==> src/rtl/reaction_time_counter_pkg.sv <==
// Shared types and constants for the reaction-time counter and its BCD helpers.
package reaction_time_counter_pkg;

    typedef enum logic [1:0] {
        ST_IDLE = 2'd0,
        ST_RUN  = 2'd1,
        ST_DONE = 2'd2
    } state_t;

    localparam int DIGIT_W  = 4;
    localparam int N_DIGITS = 6;
    localparam int BCD_W    = DIGIT_W * N_DIGITS;

    localparam logic [BCD_W-1:0] BCD_MAX = 24'h999999;

endpackage

==> src/rtl/reaction_time_counter_bcd_incr6.sv <==
// Combinational 6-digit packed-BCD increment; o_carry flags an all-nines input.
module bcd_incr6
    import reaction_time_counter_pkg::*;
(
    input  logic [BCD_W-1:0] i_value,
    output logic [BCD_W-1:0] o_value,
    output logic             o_carry
);

    logic [N_DIGITS:0] w_c;

    always_comb begin
        w_c     = '0;
        w_c[0]  = 1'b1;
        o_value = '0;
        for (int d = 0; d < N_DIGITS; d++) begin
            if (w_c[d] && (i_value[d*DIGIT_W +: DIGIT_W] == 4'd9)) begin
                o_value[d*DIGIT_W +: DIGIT_W] = 4'd0;
                w_c[d+1]                      = 1'b1;
            end else if (w_c[d]) begin
                o_value[d*DIGIT_W +: DIGIT_W] = i_value[d*DIGIT_W +: DIGIT_W] + 4'd1;
            end else begin
                o_value[d*DIGIT_W +: DIGIT_W] = i_value[d*DIGIT_W +: DIGIT_W];
            end
        end
        o_carry = w_c[N_DIGITS];
    end

endmodule

==> src/rtl/reaction_time_counter.sv <==
// Reaction timer: ms prescaler, 6-digit BCD time, best-time register with clear.
//  state   | meaning
//  IDLE    | waiting for start, outputs at reset/cleared values
//  RUN     | stimulus lit, counting milliseconds
//  DONE    | result frozen until the next start
module reaction_time_counter
    import reaction_time_counter_pkg::*;
#(
    parameter int TICK_DIV = 50000
) (
    input  logic             clk,
    input  logic             reset,
    input  logic             start,
    input  logic             stop,
    input  logic             clr_best,
    output logic [BCD_W-1:0] time_bcd,
    output logic [BCD_W-1:0] best_bcd,
    output logic             best_valid,
    output logic             running,
    output logic             done,
    output logic             new_best,
    output logic             overflow
);

    localparam int            PW       = $clog2(TICK_DIV);
    localparam logic [PW-1:0] PRESC_TC = PW'(TICK_DIV - 1);

    state_t           r_state, w_next;
    logic [PW-1:0]    r_presc;
    logic [BCD_W-1:0] r_time, r_best;
    logic             r_best_valid, r_new_best, r_overflow;

    logic [BCD_W-1:0] w_time_inc;
    logic             w_all_nines, w_tick, w_start_ev, w_stop_ev, w_ovf_ev, w_improve;

    bcd_incr6 u_incr (
        .i_value (r_time),
        .o_value (w_time_inc),
        .o_carry (w_all_nines)
    );

    assign w_tick     = (r_state == ST_RUN) && (r_presc == PRESC_TC);
    assign w_start_ev = start && (r_state != ST_RUN);
    assign w_stop_ev  = stop && (r_state == ST_RUN);
    // stop on the same edge as the saturating tick takes priority
    assign w_ovf_ev   = w_tick && !stop && w_all_nines;
    assign w_improve  = !r_best_valid || (r_time < r_best);

    always_ff @(posedge clk) begin
        if (reset) r_state <= ST_IDLE;
        else       r_state <= w_next;
    end

    always_comb begin
        w_next = r_state;
        case (r_state)
            ST_IDLE, ST_DONE: if (start) w_next = ST_RUN;
            ST_RUN:           if (stop || w_ovf_ev) w_next = ST_DONE;
            default:          w_next = ST_IDLE;
        endcase
    end

    always_comb begin
        running = (r_state == ST_RUN);
        done    = (r_state == ST_DONE);
    end

    always_ff @(posedge clk) begin
        if (reset) begin
            r_presc      <= '0;
            r_time       <= '0;
            r_overflow   <= 1'b0;
            r_best       <= '0;
            r_best_valid <= 1'b0;
            r_new_best   <= 1'b0;
        end else begin
            if (w_start_ev) begin
                r_presc    <= '0;
                r_time     <= '0;
                r_overflow <= 1'b0;
            end else if ((r_state == ST_RUN) && !stop) begin
                r_presc <= w_tick ? '0 : r_presc + 1'b1;
                if (w_tick && w_all_nines) r_overflow <= 1'b1;
                else if (w_tick)           r_time     <= w_time_inc;
            end

            if (clr_best) begin
                r_best       <= '0;
                r_best_valid <= 1'b0;
                r_new_best   <= 1'b0;
            end else if (w_stop_ev && w_improve) begin
                r_best       <= r_time;
                r_best_valid <= 1'b1;
                r_new_best   <= 1'b1;
            end else begin
                r_new_best   <= 1'b0;
            end
        end
    end

    assign time_bcd   = r_time;
    assign best_bcd   = r_best;
    assign best_valid = r_best_valid;
    assign new_best   = r_new_best;
    assign overflow   = r_overflow;

endmodule

==> config.mk <==
export PLATFORM = sky130hd
export DESIGN_NAME = reaction_time_counter
export DESIGN_NICKNAME = d
export VERILOG_FILES = /design/src/rtl/reaction_time_counter_pkg.sv /design/src/rtl/reaction_time_counter_bcd_incr6.sv /design/src/rtl/reaction_time_counter.sv
export SDC_FILE = /design/constraint.sdc
export NUM_CORES = 1
export LEC_CHECK = 0
export ABC_AREA = 1
export CORE_UTILIZATION = 50
export DETAILED_ROUTE_END_ITERATION = 10
export PLACE_DENSITY_LB_ADDON = 0.2
export SYNTH_ARGS = -nofsm -noshare
export SYNTH_HDL_FRONTEND = slang
export SYNTH_SLANG_ARGS = --single-unit
==> constraint.sdc <==
create_clock -name clk -period 1.8 [get_ports clk]
set_clock_uncertainty 0.1 [all_clocks]
set_input_delay 0.27 -clock clk [delete_from_list [all_inputs] [get_ports clk]]
set_output_delay 0.27 -clock clk [all_outputs]
set_load 0.01 [all_outputs]
Word level (Yosys, flattened, before mapping):

Index checks and enable logic that the tools add are counted.

* register bits after elaboration: 69
* input bits: 5
* output and inout bits: 53
* logic and storage cells: 89

* add/sub/neg operators: 7
* magnitude comparators: 1
* equality and inequality tests: 12
* multiplexer cells: 22
* bitwise gates (word level): 1
* reduce and logical (&&, ||, !) cells: 34

Operators by type and width (number)
* 4-bit two-way mux: 11
* 4-bit by 1-bit adder with 4-bit output (second input constant): 6
* 4-bit equality test (second input constant): 6
* 24-bit < comparator: 1
* 4-bit AND reduction: 5
* 16-bit by 1-bit adder with 16-bit output (second input constant): 1
* 16-bit equality test (second input constant): 1
* 16-bit two-way mux: 1
* 1-bit logical AND: 13
* 2-bit nonzero test: 5
* 1-bit two-way mux: 7
* 2-bit OR reduction: 3
* 2-bit two-way mux: 2
* 2-bit by 1-bit != test with 1-bit output (second input constant): 2
* 2-bit case mux with 2 select lines: 1
* 2-bit AND reduction: 2
* 3-bit AND reduction: 1
* 2-bit by 1-bit equality test with 1-bit output (second input constant): 1
* 2-bit equality test (second input constant): 1
* 1-bit zero test: 2
* 2-bit zero test: 1
* 1-bit logical OR: 2
* 2-bit != test (second input constant): 1
* 1-bit inverter: 1

Longest topological paths before layout:

* word-level depth: 16
* mapped depth: 15
* mapped depth without buffers: 14

Modules after synthesis:

A second synthesis with hierarchy kept.

* cell total of the unflattened synthesis: 669
* area, all modules: 4458.0 um^2

Modules (own cells, without submodules)
* reaction_time_counter: instances 1, cells an instance 527, area each 3632.2 um^2, sequential area each 1381.3 um^2
* bcd_incr6: instances 1, cells an instance 142, area each 825.8 um^2, sequential area each 0.0 um^2

Least setup slack after synthesis:

OpenSTA, ideal clock, no wires.

* path type: register to register
* from: register r_best[23], in the netlist best_bcd[23]
* to: register r_best[17], in the netlist best_bcd[17]
* setup time: 0.115 ns
* data arrival time: 1.804 ns
* data required time: 1.585 ns
* slack: -0.219 ns
* cell stages (with the launch flop): 16
* path buffers: 2
* period minus slack after synthesis: 2.019 ns
* path through: dfxtp_1 inv_1 ha_1 nand2_1 inv_1 nand2_1 nor2_1 nand2_1 nor2_1 nor2_1 nand2_1 nand2_1 buf_4 buf_2 a21oi_1 nor2_1

* cells in the longest elaborated chain, start to end: 3

RTL lines
* start: declaration: line reaction_time_counter.sv:30 `logic [BCD_W-1:0] r_time, r_best;`
* start signal: assignment: line reaction_time_counter.sv:92 `r_best <= r_time;`
* 24-bit < comparator: line reaction_time_counter.sv:47 `assign w_improve = !r_best_valid || (r_time < r_best);`
* 1-bit logical OR: line reaction_time_counter.sv:47
* 1-bit logical AND: line reaction_time_counter.sv:91 `end else if (w_stop_ev && w_improve) begin`

Every way passes these cells.
A chain may end at the register's enable or synchronous reset.

Final worst setup path:

* from: register r_best[1], in the netlist best_bcd[1]
* to: register r_best[0], in the netlist best_bcd[0]

Same word-level chain as after synthesis.

==> flow_summary.yaml <==
yosys:
  yosysSeqAreaShare_pct: 33.03
  synth_seq_cells: 69
  synth_area_um2: 4182
  syn_avg_cell_area_um2: 6.833
  ys_warn_count: 0
  syn-instance-count: 612
  syn_nets: 651
  ys_types: 36
run_status:
  violations: "setup timing"
  status: "finished, violations left"
layout:
  layout_commonest_cell: "buf_4"
  multi_input_area_um2: 3099
  fin_cells: 910
  fillerInstances: 314
  ff_latch_area_um2: 1433
  diodes: 0
  final_nets: 843
  final_cell_mix: "buf_4, nand2_1, inv_1, nor2_1, clkdlybuf4s50_1"
  drive_gt1_share_pct: 43.56
  area_growth_pct: 69.33
  post-route-util_pct: 89.77
route:
  final_antenna_net_count: 0
  drtIter0Drc: 749
  wl_per_cell_um: 23.93
  routed_wl_um: 21780
  vias: 5958
  drc: 0
  vias_per_cell: 6.547
  dr.pass1.iters: 8
floorplan:
  dieArea_um2: 8733
  core-area_um2: 7888
  chipHeight_um: 93.45
  fp-row-count: 32
  io_pins: 58
  start_util_pct: 53.01
  chipWidth_um: 93.45
power_and_ir_drop:
  clockPowerShare_pct: 38.4
  p_sw_w: 0.0009920
  internal_power_w: 0.002345
  p_sw_share_pct: 29.73
  peakVddDrop_mv: 0.4179
  power_density_nw_per_um2: 471.3
  seqPwrFrac_pct: 46.6
  leakage_nw: 3.076
  power.share.combinational_pct: 14.9
critical_path:
  start_kind: "flip-flop"
  critPathMostFrequentCell: "nand2_1"
  cpPeakStageDelay_ns: 0.40
  slowest_stage: "dfxtp_1"
  arrival_ns: 2.50
  critPathCaptureType: "flip-flop"
  crit_chain: "inv_1 -> ha_1 -> nand2_1 -> nand2_1 -> nand2_1 -> nand2_1 -> nand2_1 -> nand2_1 -> nand2_2 -> nand2_4 -> nand2_8 -> clkbuf_16 -> a21oi_1 -> nor2_1"
  path_class: "flip-flop to flip-flop"
  path_max_fanout: 5
  required_ns: 1.95
clock_tree:
  clk_pin_slew_ns: 0.08
  clock_path_buffers: 2
  cts_tree: "built"
  cts.sinks: 69
  h-tree-depth: 3
  clk-insertion-delay-late_ns: 0.38
  ctsHoldBuffers: 0
  cts_root_buffer: "clkbuf_8"
  cts_inserted_buffers: 9
timing:
  hold_viol: 0
  fin_tns_setup_ns: -18.71
  setup_violations: 67
  rsz0062_at_grt: "true"
  maxSlewHeadroom_pct: 73.73
  fin_crit_sh_pct: 130.3
  hold_ws_ns: 0.4277
  fmax_ghz: 0.4265
  min_period_ns: 2.345
  final_max_slew_viol_count: 0
  layout_setup_ws_ns: -0.5445
  worst_slew_pin_slew_ns: 0.3911
place:
  port_buffers: 57
  dp_cells: 864
  dp_hpwl_um: 8969
  gp_congestion: 0.8898
  pre_cts_slack_ns: -0.2643
grt:
  grt_start_max_net_pins: 34
  antenna_found_initial: 0
  grt_pass1_vias: 4832
  grt_pass1_wl_um: 22660
  grt_overflow_total: 0
  gr-usage-all-layers_pct: 33.26
hold_path:
  hold_class: "flip-flop to flip-flop"
job:
  maxCapViolations: 0
==> routing by layer <==
metal | share of wire (%) | vias to the layer above | track usage, % | routed length, um
li1 | - | 2346 | - | -
met1 | 33 | 2684 | 38.15 | 7180
met2 | 44 | 660 | 57.54 | 9529
met3 | 13 | 268 | 5.610 | 2744
met4 | 11 | 0 | 20.26 | 2325
met5 | 0 | - | 0 | 0
==> area by class of cell <==
class                           instances  share of cell area [%]
Multi-Input combinational cell        427                   43.77
Timing Repair Buffer                  195                   26.14
Sequential cell                        69                   20.23
Inverter                              102                   5.549
Clock buffer                           14                   2.439
Tap cell                              102                   1.802
Clock inverter                          1                 0.07068
==> worst paths after layout <==
kind,start,to,slack (ns),depth (start not counted)
worst max-delay path,best_bcd[1]$_SDFFE_PP0P_,best_bcd[0]$_SDFFE_PP0P_,-0.54,14
worst min-delay path,r_presc[13]$_SDFFE_PP0P_,r_presc[13]$_SDFFE_PP0P_,0.43,2
worst max register to register,best_bcd[1]$_SDFFE_PP0P_,best_bcd[0]$_SDFFE_PP0P_,-0.54,14
worst min register to register,r_presc[13]$_SDFFE_PP0P_,r_presc[13]$_SDFFE_PP0P_,0.43,2
==> power groups by stage <==
stage               sequential, W  combinational [W]  clock, W
finish                    0.00156           0.000498   0.00128
global route              0.00156           0.000511   0.00133
CTS                       0.00156           0.000351   0.00120
detailed placement        0.00159           0.000329         0
global placement          0.00159           0.000322         0
floorplan                 0.00160           0.000167         0
==> timing repair <==
| item | CTS | global route |
|---|---|---|
| setup buffers | 15 | 13 |
| cloned | 1 | 6 |
| resized for setup | 82 | 156 |
| hold endpoints to repair | 0 | 0 |
| endpoints found under the setup margin | 57 | 59 |
| pin swaps | 25 | 64 |
==> critical path, delay by kind of cell, from the launching register on <==
| family | cells | cell delay, ns |
|---|---|---|
| and+or+nand+nor | 10 | 0.95 |
| AOI/OAI and AO/OA | 1 | 0.19 |
| buffers and inverters | 2 | 0.27 |
| DFF | 1 | 0.40 |
| adders and majority gates | 1 | 0.31 |
==> cell usage after synthesis <==
cell        n  area share, %
nand2_1   128             11
inv_1      93            8.3
nor2_1     74            6.6
dfxtp_1    69             33
a21oi_1    51            6.1
nand3_1    49            5.9
ha_1       34             10
nand4_1    19            2.8
o21ai_0    14            1.7
clkbuf_1   13            1.2
nor3_1     12            1.4
inv_2       9           0.81
xor2_1      8            1.7
nor2_4      6            1.6
nor2_2      4           0.60
nand3_2     3           0.72
a211oi_1    2           0.36
nand2_2     2           0.30
nand2_4     2           0.54
nand3_4     2           0.84
o21a_1      2           0.36
o31ai_1     2           0.36
a21o_1      1           0.18
a221oi_1    1           0.21
a31oi_1     1           0.15
and3_1      1           0.15
buf_2       1           0.12
buf_4       1           0.18
nand4_2     1           0.30
nor2_8      1           0.48
nor3_2      1           0.24
nor3_4      1           0.39
nor3b_1     1           0.18
o21ai_1     1           0.12
or2_0       1           0.15
xnor2_1     1           0.21
==> kinds of logic (layout without fill, tap and decap cells) <==
family                   after synthesis  in the layout  synth area share [%]
adder cells (fa/ha/maj)               34             34                 10.17
AO/OA/AOI/OAI                         75             75                 9.515
XOR/XNOR                               9              9                 1.885
buffers and inverters                117            312                 10.62
AND/OR/NAND/NOR                      308            309                 34.77
flip-flops                            69             69                 33.03
==> through the flow <==
| stage | power [W] | instance area [um2] |
|---|---|---|
| after global placement | 0.001911 | 5743 |
| after detailed placement | 0.001918 | 5743 |
| after global routing | 0.003397 | 7081 |
| after floorplan | 0.001765 | 4232 |
| after CTS | 0.003105 | 6337 |
| final | 0.003337 | 7081 |
==> registers in the layout (all words and copies together), names as in the netlist <==
register	cells
best_bcd	24
time_bcd	24
r_presc	16
r_state	2
best_valid	1
new_best	1
overflow	1
No activity file was read; power rests on OpenSTA's default activity.
